[src/rtl/mult_operand_dispatcher.sv]
// ---------------------------------------------------------------------------
// mult_operand_dispatcher
//
// Upstream feeder for a sequential shift-add multiplier core. Operand pairs
// are queued in a DEPTH-entry FIFO and issued one at a time. Each issue is a
// one-cycle start pulse with registered operands. The block then waits for
// the core's one-cycle ready pulse and captures the product into a
// valid/ready output register. A missing ready pulse is bounded by TIMEOUT
// cycles and raises a sticky error flag.
//
// Ports
//   clk               rising-edge clock
//   rst               synchronous reset, active-high
//   in_valid          operand pair offered by the producer
//   in_ready          FIFO can accept (not full)
//   in_multiplier     operand A
//   in_multiplicand   operand B
//   mul_start         one-cycle start pulse to the core
//   mul_multiplier    registered operand A to the core
//   mul_multiplicand  registered operand B to the core
//   mul_ready         core done pulse
//   mul_product       core product, valid while mul_ready is high
//   out_valid         product held for the consumer
//   out_ready         consumer accepts the held product
//   out_product       captured product
//   fifo_level        number of queued operand pairs
//   err               sticky timeout flag, cleared only by rst
// ---------------------------------------------------------------------------
module mult_operand_dispatcher #(
    parameter int N       = 4,
    parameter int DEPTH   = 4,
    parameter int TIMEOUT = 64
) (
    input  logic                         clk,
    input  logic                         rst,
    input  logic                         in_valid,
    output logic                         in_ready,
    input  logic [N-1:0]                 in_multiplier,
    input  logic [N-1:0]                 in_multiplicand,
    output logic                         mul_start,
    output logic [N-1:0]                 mul_multiplier,
    output logic [N-1:0]                 mul_multiplicand,
    input  logic                         mul_ready,
    input  logic [2*N-1:0]               mul_product,
    output logic                         out_valid,
    input  logic                         out_ready,
    output logic [2*N-1:0]               out_product,
    output logic [$clog2(DEPTH+1)-1:0]   fifo_level,
    output logic                         err
);

    localparam int AW = $clog2(DEPTH);
    localparam int LW = $clog2(DEPTH+1);
    localparam int CW = (TIMEOUT > 1) ? $clog2(TIMEOUT) : 1;

    typedef enum logic [1:0] {
        ST_IDLE = 2'd0,
        ST_WAIT = 2'd1,
        ST_HOLD = 2'd2
    } state_t;

    state_t         state_r;
    state_t         state_nxt_s;

    logic [N-1:0]   mem_a_r [DEPTH];
    logic [N-1:0]   mem_b_r [DEPTH];
    logic [AW-1:0]  wr_ptr_r;
    logic [AW-1:0]  rd_ptr_r;
    logic [LW-1:0]  count_r;

    logic           in_ready_s;
    logic           push_s;
    logic           pop_s;
    logic           tmo_expire_s;

    logic [CW-1:0]  tmo_r;
    logic [CW-1:0]  tmo_nxt_s;
    logic           mul_start_r;
    logic           mul_start_nxt_s;
    logic [N-1:0]   mul_a_r;
    logic [N-1:0]   mul_a_nxt_s;
    logic [N-1:0]   mul_b_r;
    logic [N-1:0]   mul_b_nxt_s;
    logic           out_valid_r;
    logic           out_valid_nxt_s;
    logic [2*N-1:0] out_product_r;
    logic [2*N-1:0] out_product_nxt_s;
    logic           err_r;
    logic           err_nxt_s;

    // Handshake qualifiers; pop only happens on the IDLE->WAIT transition.
    assign in_ready_s   = (count_r != LW'(DEPTH));
    assign push_s       = in_valid && in_ready_s;
    assign pop_s        = (state_r == ST_IDLE) && (count_r != {LW{1'b0}}) && !out_valid_r;
    assign tmo_expire_s = (tmo_r == CW'(TIMEOUT - 1));

    assign in_ready         = in_ready_s;
    assign mul_start        = mul_start_r;
    assign mul_multiplier   = mul_a_r;
    assign mul_multiplicand = mul_b_r;
    assign out_valid        = out_valid_r;
    assign out_product      = out_product_r;
    assign fifo_level       = count_r;
    assign err              = err_r;

    // FIFO storage write; contents are only read after being written.
    always_ff @(posedge clk) begin
        if (push_s) begin
            mem_a_r[wr_ptr_r] <= in_multiplier;
            mem_b_r[wr_ptr_r] <= in_multiplicand;
        end
    end

    // FIFO pointers and occupancy; simultaneous push and pop keep the level.
    always_ff @(posedge clk) begin
        if (rst) begin
            wr_ptr_r <= {AW{1'b0}};
            rd_ptr_r <= {AW{1'b0}};
            count_r  <= {LW{1'b0}};
        end else begin
            if (push_s) begin
                wr_ptr_r <= wr_ptr_r + AW'(1);
            end
            if (pop_s) begin
                rd_ptr_r <= rd_ptr_r + AW'(1);
            end
            case ({push_s, pop_s})
                2'b10:   count_r <= count_r + LW'(1);
                2'b01:   count_r <= count_r - LW'(1);
                default: count_r <= count_r;
            endcase
        end
    end

    // FSM state register.
    always_ff @(posedge clk) begin
        if (rst) begin
            state_r <= ST_IDLE;
        end else begin
            state_r <= state_nxt_s;
        end
    end

    // FSM next-state logic; ready pulses outside WAIT are never looked at.
    always_comb begin
        state_nxt_s = state_r;
        case (state_r)
            ST_IDLE: begin
                if (pop_s) begin
                    state_nxt_s = ST_WAIT;
                end else begin
                    state_nxt_s = ST_IDLE;
                end
            end
            ST_WAIT: begin
                if (mul_ready) begin
                    state_nxt_s = ST_HOLD;
                end else if (tmo_expire_s) begin
                    state_nxt_s = ST_IDLE;
                end else begin
                    state_nxt_s = ST_WAIT;
                end
            end
            ST_HOLD: begin
                if (out_valid_r && out_ready) begin
                    state_nxt_s = ST_IDLE;
                end else begin
                    state_nxt_s = ST_HOLD;
                end
            end
            default: begin
                state_nxt_s = ST_IDLE;
            end
        endcase
    end

    // FSM output logic: next values for the registered outputs and timer.
    always_comb begin
        mul_start_nxt_s   = 1'b0;
        mul_a_nxt_s       = mul_a_r;
        mul_b_nxt_s       = mul_b_r;
        out_valid_nxt_s   = out_valid_r;
        out_product_nxt_s = out_product_r;
        err_nxt_s         = err_r;
        tmo_nxt_s         = tmo_r;
        case (state_r)
            ST_IDLE: begin
                if (pop_s) begin
                    mul_a_nxt_s     = mem_a_r[rd_ptr_r];
                    mul_b_nxt_s     = mem_b_r[rd_ptr_r];
                    mul_start_nxt_s = 1'b1;
                    tmo_nxt_s       = {CW{1'b0}};
                end else begin
                    mul_start_nxt_s = 1'b0;
                end
            end
            ST_WAIT: begin
                if (mul_ready) begin
                    out_product_nxt_s = mul_product;
                    out_valid_nxt_s   = 1'b1;
                end else if (tmo_expire_s) begin
                    // Abandon the multiply: no product is emitted for it.
                    err_nxt_s = 1'b1;
                end else begin
                    tmo_nxt_s = tmo_r + CW'(1);
                end
            end
            ST_HOLD: begin
                if (out_valid_r && out_ready) begin
                    out_valid_nxt_s = 1'b0;
                end else begin
                    out_valid_nxt_s = out_valid_r;
                end
            end
            default: begin
                mul_start_nxt_s = 1'b0;
            end
        endcase
    end

    // Output and timer registers.
    always_ff @(posedge clk) begin
        if (rst) begin
            mul_start_r   <= 1'b0;
            mul_a_r       <= {N{1'b0}};
            mul_b_r       <= {N{1'b0}};
            out_valid_r   <= 1'b0;
            out_product_r <= {(2*N){1'b0}};
            err_r         <= 1'b0;
            tmo_r         <= {CW{1'b0}};
        end else begin
            mul_start_r   <= mul_start_nxt_s;
            mul_a_r       <= mul_a_nxt_s;
            mul_b_r       <= mul_b_nxt_s;
            out_valid_r   <= out_valid_nxt_s;
            out_product_r <= out_product_nxt_s;
            err_r         <= err_nxt_s;
            tmo_r         <= tmo_nxt_s;
        end
    end

endmodule
[config.mk]
export PLATFORM = sky130hd
export DESIGN_NAME = mult_operand_dispatcher
export DESIGN_NICKNAME = d
export VERILOG_FILES = /design/src/rtl/mult_operand_dispatcher.sv
export SDC_FILE = /design/constraint.sdc
export NUM_CORES = 1
export LEC_CHECK = 0
export BUFFER_PORTS_ARGS = -buffer_cell sky130_fd_sc_hd__clkbuf_2
export CAP_MARGIN = 20
export CORE_ASPECT_RATIO = 0.8
export CORE_MARGIN = 2
export CORE_UTILIZATION = 55
export CTS_BUF_LIST = sky130_fd_sc_hd__clkbuf_4 sky130_fd_sc_hd__clkbuf_8 sky130_fd_sc_hd__clkbuf_16
export DETAILED_ROUTE_END_ITERATION = 16
export PLACE_DENSITY = 0.88
export REMOVE_ABC_BUFFERS = 1
export SYNTH_ARGS = -nofsm -noshare
export SYNTH_HDL_FRONTEND = slang
export SYNTH_SLANG_ARGS = --single-unit
[constraint.sdc]
create_clock -name clk -period 2.5 [get_ports clk]
set_input_delay 0.625 -clock clk [delete_from_list [all_inputs] [get_ports clk]]
set_output_delay 0.625 -clock clk [all_outputs]
set_load 0.1 [all_outputs]
Word level (Yosys, flattened, before mapping)
Memory sizes are Yosys's and may differ from the RTL's. A register that Yosys moved wholly into a read port is not among the register bits.
Index checks and enable logic that the tools add are counted.
{ "op_classes": {"add_sub_neg": 5, "n_eq_ne": 11, "n_mux": 16, "bitwise_logic": 2, "n_reduce_logical": 16} }
{ "op_table": {"columns": ["operator", "count"], "rows": [
  ["6-bit 2-to-1 mux", 3],
  ["6-bit case mux with 2 select lines", 1],
  ["2-bit != test, second input constant", 5],
  ["1-bit 2-to-1 mux", 7],
  ["6-bit by 1-bit adder with 6-bit output, second input constant", 1],
  ["6-bit equality test, second input constant", 1],
  ["2-bit case mux with 3 select lines", 1],
  ["3-bit case mux with 2 select lines", 1],
  ["3-bit AND reduction", 2],
  ["2-bit nonzero test", 3],
  ["2-bit by 1-bit adder with 2-bit output, second input constant", 2],
  ["2-bit by 1-bit equality test with 1-bit output, second input constant", 2],
  ["2-bit equality test, second input constant", 2],
  ["1-bit logical AND", 4],
  ["2-bit 2-to-1 mux", 2],
  ["2-bit AND reduction", 2],
  ["4-bit AND reduction", 1],
  ["3-bit by 1-bit adder with 3-bit output, second input constant", 1],
  ["3-bit != test, second input constant", 1],
  ["3-bit nonzero test", 1],
  ["3-bit by 1-bit subtractor with 3-bit output, second input constant", 1],
  ["2-bit zero test", 1],
  ["1-bit inverter", 2],
  ["1-bit case mux with 2 select lines", 1],
  ["other kinds (2)", 2]
]} }
{ "word_totals": {"reg_bits": 26, "mem_bits_rw": 32, "in_bits": 21, "out_inout_bits": 23, "wordCells": 61, "mem_count": 2} }
{ "mem_list": {"columns": ["name", "depth", "width", "read_ports", "rd_clocked_by_memory_dff", "write_ports", "line", "rtl"], "rows": [
  ["mem_a_r", 4, 4, 1, 1, 1, "65", "logic [N-1:0] mem_a_r [DEPTH];"],
  ["mem_b_r", 4, 4, 1, 1, 1, "66", "logic [N-1:0] mem_b_r [DEPTH];"]
]} }

Depth between registers and ports, before layout
Gate-level depths: netlist of the first run.
{ "depth": {"ltp_word": 5, "mapped_depth": 10, "ltp_nobuf": 9} }

Least setup slack after synthesis of the first run
No wires, ideal clock.
{ "synth_path": {"kind": "reg2reg", "startpoint": "reg count_r[2], in the netlist fifo_level[2]", "endpoint": "reg count_r[2], in the netlist fifo_level[2]", "setup_time_ns": 0.070, "arrival_time_ns": 3.394, "t_required_ns": 2.430, "path_slack_ns": -0.965, "path_stages_with_launch": 10, "path_buffers": 0, "synth_period_minus_slack_ns": 3.465, "path_cell_list": "dfxtp_1 > or3b_1 > and2_4 > inv_1 > ha_1 > inv_1 > fa_1 > xor2_1 > or3_1 > a21oi_1"} }
{ "synth_between": {"word_cells_on_any_way": 11, "cone_classes": "add/sub: 2; eq/ne: 3; mux: 1; reduce/logical: 5"} }
{ "synth_lines": {"columns": ["element", "line", "rtl"], "rows": [
  ["start: declaration", "69", "logic [LW-1:0] count_r;"],
  ["start signal: assignment", "119", "count_r <= {LW{1'b0}};"],
  ["start signal: assignment", "128", "2'b10: count_r <= count_r + LW'(1);"],
  ["start signal: assignment", "129", "2'b01: count_r <= count_r - LW'(1);"],
  ["3-bit != test *", "92", "assign in_ready_s = (count_r != LW'(DEPTH));"],
  ["net in_ready", "37", "output logic in_ready,"],
  ["1-bit logical AND *", "93", "assign push_s = in_valid && in_ready_s;"],
  ["2-bit by 1-bit equality test with 1-bit output or 2-bit equality test (tied branches)", "127", "case ({push_s, pop_s})"],
  ["3-bit case mux with 2 select lines or 2-bit nonzero test (tied branches)", null, null]
]} }
Mark *: on every way through the listed nets, which the timed path passes. The rest lies on a longest branch.
A chain may end at the register's enable or synchronous reset.

Worst setup path after layout of the first run
{ "layout_path": {"startpoint": "reg count_r[1], in the netlist fifo_level[1]", "endpoint": "reg count_r[2], in the netlist fifo_level[2]"} }
{ "layout_between": {"elab_chain_cells": 5, "word_cells_on_any_way": 11, "cone_classes": "add/sub: 2; eq/ne: 3; mux: 1; reduce/logical: 5"} }
{ "layout_lines": {"columns": ["element", "line", "rtl"], "rows": [
  ["3-bit nonzero test", "94", "assign pop_s = (state_r == ST_IDLE) && (count_r != {LW{1'b0}}) && !out_valid_r;"],
  ["1-bit logical AND (2 in series)", "94", null],
  ["2-bit by 1-bit equality test with 1-bit output or 2-bit equality test (tied branches)", "127", null],
  ["3-bit case mux with 2 select lines or 2-bit nonzero test (tied branches)", null, null]
]} }
Parallel ways exist; a longest one is shown, timed or not.

==> flow_summary.ini, run 1 <==
[status]
outcome = finished, final reports clean

[clock_network]
cts_tree = built
cts_root_buf = clkbuf_8
postCtsSetupBuffers = 0
hold_buffers = 0
cts_made_buffers = 9
numClockSinks = 66
clk_latency_ns = 0.34
clkTransAtPathRegs_ns = 0.07
cts_max_path_buffers = 2
htreeDepth = 3

[setup_path]
cp-startpoint = fifo_level[1]$_SDFFE_PP0P_
r2r_slack_ns = 0.11
r2r-start = fifo_level[1]$_SDFFE_PP0P_
critPathSlowestCell = or3b_4
max_stage_delay_ns = 0.44
crit_type = flip-flop to flip-flop
crit_arrival_ns = 2.65
cp_cell_sequence = or3b_4 -> and2_4 -> inv_1 -> ha_1 -> inv_1 -> fa_1 -> xor2_1 -> or3_1 -> a21oi_1
critPathLaunchType = flip-flop
crit_top_cell = inv_1
crit_required_ns = 2.76
path_buf_inv = 2
cpLargestDelayFamily = simple AND/OR/NAND/NOR gates
setup.worst_path.end_class = flip-flop
cp_max_fo = 6
rr_worst_depth = 9
r2r_end = fifo_level[2]$_SDFFE_PP0P_

[die]
die_x_um = 81.61
dieArea_um2 = 5393
placementRows = 22
io_pins = 44
core_um2 = 4624
die_y_um = 66.09
start_util_pct = 57.31

[finish]
fillers = 352
final_common_cell = clkbuf_2
finish.utilization_pct = 67.23
synthToLayoutAreaGrowth_pct = 17.33
layout_common_cells = clkbuf_2, nand2_1, dfxtp_1, edfxtp_1, a21oi_1
num_antenna_cells = 0
layout.nets = 295
drive_above_1_share_pct = 27.94

[timing]
drv_slew = 0
finalClockSkew_ns = 0.008210
hold_violations = 0
min_period_ns = 2.386
setup_violations = 0
period_share_pct = 95.45
whs_ns = 0.4527
timing.fmax_mhz = 419.1
slew_headroom_pct = 60.18
worst_pin_slew_ns = 0.5965

[power]
vdd_drop_max_uv = 934.0
totalPowerFinal_w = 0.003938
p_leak_nw = 1.165
p_per_area_nw_per_um2 = 1267

[yosys]
yosys.area.top_type = edfxtp_1
synthMuxAreaShare_pct = 6.799
synth_area_leaders = edfxtp_1, dfxtp_1, mux4_2, a21oi_1, nand2_1
synth_cells = 220
yosys_warnings = 0
synth_compound_area_share_pct = 8.451
synthXorXnorAreaFrac_pct = 1.653
synthAdderAreaFrac_pct = 3.588
synth_top_family_by_area = simple AND/OR/NAND/NOR gates
seq_area_frac_synth_pct = 61.95
synth_cell_types = 39
synth.top_cell.area_share_pct = 36.26
synthesis.area_um2 = 2650
ys_seq_elements = 66
avgSynthCellArea_um2 = 12.05
synthSimpleGateAreaFrac_pct = 14.40

[drt]
wl_per_cell_um = 14.94
final_antenna_net_count = 0
first_iter_violations = 134
vias_per_cell = 5.524
route.vias.total = 1834
drt_pre_antenna_iters = 4
drt-total-wl_um = 4960
drc = 0

[worst_hold_path]
hold_path_class = flip-flop to flip-flop
hold_depth = 2
hold_end = mul_multiplier[0]$_SDFFE_PP0P_
hp-start = mul_multiplier[0]$_SDFFE_PP0P_

[run]
drv_cap = 0

[placement]
port_buffers = 43
finalWeightedCongestion = 0.8935
dp_hpwl_um = 3463

[global_routing]
grt_pass1_vias = 1708
grt_usage_pct = 20.40
grt.overflow.total = 0
antenna_found_initial = 0
grt_max_degree = 23
grt_pass1_wl_um = 7921
synth_stat cells (all sizes together):
master	n
or3	1
nand2	34
xor2	2
nand3b	1
nand3	12
and3	4
and3b	1
o2111ai	1
a21oi	26
or3b	1
and2	1
inv	9
xnor2	3
nor4	1
nor2	10
a31oi	3
or4	1
ha	6
nor3b	1
o32ai	1
nand4	1
o211ai	1
o21ai	3
fa	1
o31ai	2
nor3	3
and2b	2
a211oi	1
edfxtp	32
clkbuf	4
buf	6
dfxtp	34
nand2b	2
a221oi	1
mux4	8
stage by stage:
stage	setup TNS, ns	cells	area [µm²]	worst slack, ns
3_5_place_dp	0	316	2913	0.09585
6_report	0	332	3109	0.1137
4_1_cts	0	332	3105	0.07161
2_1_floorplan	-6.091	210	2600	-0.9647
5_1_grt	-0.01565	332	3109	-0.01565
3_3_place_gp	0	316	2913	0.2162
final cells by class:
type                       count  area [µm²]  share of cell area (%)
sequential                    66        1643                   52.84
multi-input combinational    135       927.1                   29.82
clock buffer                   9       123.9                   3.984
tap                           60       75.07                   2.414
clock inverter                 7       68.82                   2.213
inverter                       9       33.78                   1.087
timing repair buffer          46       237.7                   7.646
flip-flops by register name, indices dropped and copies added (netlist names), 2 cells and up:
| name | count |
|---|---|
| fifo_level | 3 |
| mem_a_r | 16 |
| mem_b_r | 16 |
| mul_multiplicand | 4 |
| mul_multiplier | 4 |
| out_product | 8 |
| rd_ptr_r | 2 |
| state_r | 2 |
| tmo_r | 6 |
| wr_ptr_r | 2 |
worst max path at each step:
stage	end	slack, ns	cells past startpoint
after floorplan	fifo_level[2]$_SDFFE_PP0P_	-0.96	9
after global placement	fifo_level[2]$_SDFFE_PP0P_	0.22	9
after detailed placement	fifo_level[2]$_SDFFE_PP0P_	0.1	9
after CTS	fifo_level[2]$_SDFFE_PP0P_	0.07	9
after global routing	fifo_level[2]$_SDFFE_PP0P_	-0.02	9
final	fifo_level[2]$_SDFFE_PP0P_	0.11	9
cell families (layout without fill, tap and decap cells):
logic type               count (synthesis)  in the layout
AO/OA/AOI/OAI                           39             39
XOR/XNOR                                 5              5
adder cells (fa/ha/maj)                  7              7
buffers and inverters                   19             71
flip-flops                              66             66
multiplexers                             8              8
AND/OR/NAND/NOR                         76             76
worst reg2reg max path, stage by stage (launching register included):
cell	delay, ns
dfxtp_1	0.36
or3b_4	0.44
and2_4	0.18
inv_1	0.09
ha_1	0.20
inv_1	0.06
fa_1	0.38
xor2_1	0.16
or3_1	0.31
a21oi_1	0.13
routing by layer:
layer / track usage (%) / up-vias / part of all wire (%)
met5: 0 / - / 0
li1: - / 888 / -
met2: 33.61 / 48 / 50
met3: 8.197 / 6 / 5.2
met1: 24.54 / 892 / 44
met4: 6.667 / 0 / 1.3
power by group:
| group | internal [W] | switching (W) |
|---|---|---|
| combinational | 0.000402 | 0.00119 |
| clock | 0.000456 | 0.000401 |
| sequential | 0.00134 | 0.000153 |
| total | 0.00219 | 0.00174 |
repair_timing:
item                                   in CTS  in global routing
endpoints found under the hold margin       0                  0
resized for setup                           0                  2
setup endpoints to repair                   0                  1
Power figures use the tool's default switching activity.
==> run 2: changes to the inputs <==
--- a/config.mk
+++ b/config.mk
@@ -13,4 +13,5 @@
 export CTS_BUF_LIST = sky130_fd_sc_hd__clkbuf_4 sky130_fd_sc_hd__clkbuf_8 sky130_fd_sc_hd__clkbuf_16
 export DETAILED_ROUTE_END_ITERATION = 16
+export GPL_ROUTABILITY_DRIVEN = 0
 export PLACE_DENSITY = 0.88
 export REMOVE_ABC_BUFFERS = 1
==> constraint.sdc (replaced) <==
create_clock -name clk -period 2.5 [get_ports clk]
set_input_delay 0.125 -clock clk [delete_from_list [all_inputs] [get_ports clk]]
set_output_delay 0.125 -clock clk [all_outputs]
set_load 0.1 [all_outputs]
==> run 2 against run 1 <==
- combinational power barely moved
- critical path depth did not move
- flip-flop and latch count did not move
- largest power group unchanged
- critical path type unchanged
- sequential power barely moved
- critical endpoint unchanged
- count of clock-buffer cells in the layout did not move
- worst setup slack improved by 0.0050 ns
==> flow_summary.ini, run 2 (synthesized netlist as in run 1, its figures left out) <==
[power]
combPwrFrac_pct = 41.7
vdd_drop_max_uv = 714.8
p_sw_w = 0.001734
power.share.clock_pct = 19.5
p_per_area_nw_per_um2 = 1217
p_leak_nw = 1.182
p_seq_share_pct = 38.8
p_int_w = 0.002098
swShare_pct = 45.25

[timing]
min_period_ns = 2.381
rsz0062_at_grt = false
setup_violations = 0
hold_violations = 0
slew_headroom_pct = 50.87
timing.fmax_mhz = 419.9
drv_slew = 0
finalClockSkew_ns = 0.008788
period_share_pct = 95.25
worst_pin_slew_ns = 0.7370

[global_routing]
grt_usage_pct = 20.28
grtUsageMet3_pct = 8.880
met2_usage_pct = 32.68
grt_pass1_wl_um = 7872
grt_max_degree = 35
grt.overflow.total = 0
antenna_found_initial = 0
grt-busiest-layer = met2
grt_pass1_vias = 1692
use_met1_pct = 25.23

[finish]
final_common_cell = clkbuf_2
multi_input_area_um2 = 927.1
fin_cells = 338
regArea_um2 = 1643
final_area_um2 = 3148
drive_above_1_share_pct = 27.34
layout.nets = 301
synthToLayoutAreaGrowth_pct = 18.79
layout_common_cells = clkbuf_2, nand2_1, dfxtp_1, edfxtp_1, a21oi_1
num_antenna_cells = 0
fillers = 349

[worst_hold_path]
hold_path_class = input pin to flip-flop
hold_end = mem_a_r[1][2]$_DFFE_PP_
hold_depth = 1
hp-start = in_multiplier[2]

[setup_path]
cp_max_fo = 6
r2r_end = fifo_level[2]$_SDFFE_PP0P_
crit_type = flip-flop to flip-flop
r2r_slack_ns = 0.12
critPathLaunchType = flip-flop
crit_required_ns = 2.75
setup.worst_path.end_class = flip-flop
r2r-start = fifo_level[1]$_SDFFE_PP0P_
rr_worst_depth = 9
crit_arrival_ns = 2.63

[placement]
dpl-instance-area_um2 = 2905
port_buffers = 43
dp.cells = 315
dp_hpwl_um = 3172

[clock_network]
clkTransAtPathRegs_ns = 0.07
cts_made_buffers = 9
cts_tree = built
clk_latency_ns = 0.34
cts_max_path_buffers = 2
cts_root_buf = clkbuf_8
htreeDepth = 3
numClockSinks = 66

[die]
die_x_um = 81.61
die_y_um = 66.09
core_um2 = 4624
io_pins = 44
placementRows = 22
start_util_pct = 57.31
dieArea_um2 = 5393

[drt]
drt-total-wl_um = 4916
wl_per_cell_um = 14.54
vias_per_cell = 5.385
route.vias.total = 1820
first_iter_violations = 125
drt_pre_antenna_iters = 4
drc = 0
final_antenna_net_count = 0

[run]
drv_cap = 0

[status]
outcome = finished, final reports clean
[run 2: cell types whose count changed in the layout (fill, tap and decap cells not counted), sizes merged]
cell / previous run / this run
dlygate4sd3: 0 / 7
buf: 3 / 2
bufinv: 1 / 0
clkinv: 2 / 3
[run 2: timing repair]
item	in CTS	in global routing
hold buffers	3	4
resized for setup	0	2
buffers inserted	0	0
hold endpoints to repair	8	10
setup endpoints to repair	0	1
[run 2: power by group through the flow]
stage	Sequential, W	Clock (W)	Combinational (W)
final	0.00149	0.000748	0.00160
after global routing	0.00152	0.000820	0.00169
after CTS	0.00149	0.000770	0.00160
after detailed placement	0.00151	0	0.00159
after global placement	0.00150	0	0.00156
after floorplan	0.00219	0	0.000574
[run 2: per-stage QoR]
stage	setup WS [ns]	util, %	setup TNS (ns)	hold slack [ns]	power [W]
finish	0.1186	68.07	0	0.01416	0.003832
global route	0.005929	68.07	0	0.001946	0.004031
CTS	0.06771	67.13	0	0.002669	0.003852
detailed placement	0.09535	62.82	0	0.3516	0.003099
global placement	0.2076	62.82	0	0.3458	0.003053
floorplan	-0.9647	-	-6.091	0.1941	0.002762
[run 2: worst max-delay path: stages, from the launching register on]
cell and delay [ns]:
dfxtp_1 0.35, or3b_4 0.44, and2_4 0.19, inv_1 0.08, ha_1 0.19, inv_1 0.06
fa_1 0.37, xor2_1 0.16, or3_1 0.31, a21oi_1 0.15
[run 2: area by class of cell]
cell class,instances,area share (%)
multi-input combinational,135,29.45
timing repair buffer,52,9.539
inverter,9,1.073
sequential,66,52.19
tap,60,2.385
clock buffer,9,3.935
clock inverter,7,1.431
[run 2: layer usage]
layer	routed length, µm	up-vias	part of all wire (%)
li1	-	902	-
met1	2097	850	43
met2	2363	63	48
met3	420	5	8.5
met4	35	0	0.71
met5	0	-	0
[run 2: how the worst max path moves through the flow]
stage                                          start                          to  slack, ns
final                     fifo_level[1]$_SDFFE_PP0P_  fifo_level[2]$_SDFFE_PP0P_       0.12
after global routing      fifo_level[1]$_SDFFE_PP0P_  fifo_level[2]$_SDFFE_PP0P_      0.006
after CTS                 fifo_level[2]$_SDFFE_PP0P_  fifo_level[2]$_SDFFE_PP0P_       0.07
after detailed placement  fifo_level[2]$_SDFFE_PP0P_  fifo_level[2]$_SDFFE_PP0P_        0.1
after global placement    fifo_level[2]$_SDFFE_PP0P_  fifo_level[2]$_SDFFE_PP0P_       0.21
after floorplan           fifo_level[2]$_SDFFE_PP0P_  fifo_level[2]$_SDFFE_PP0P_      -0.96
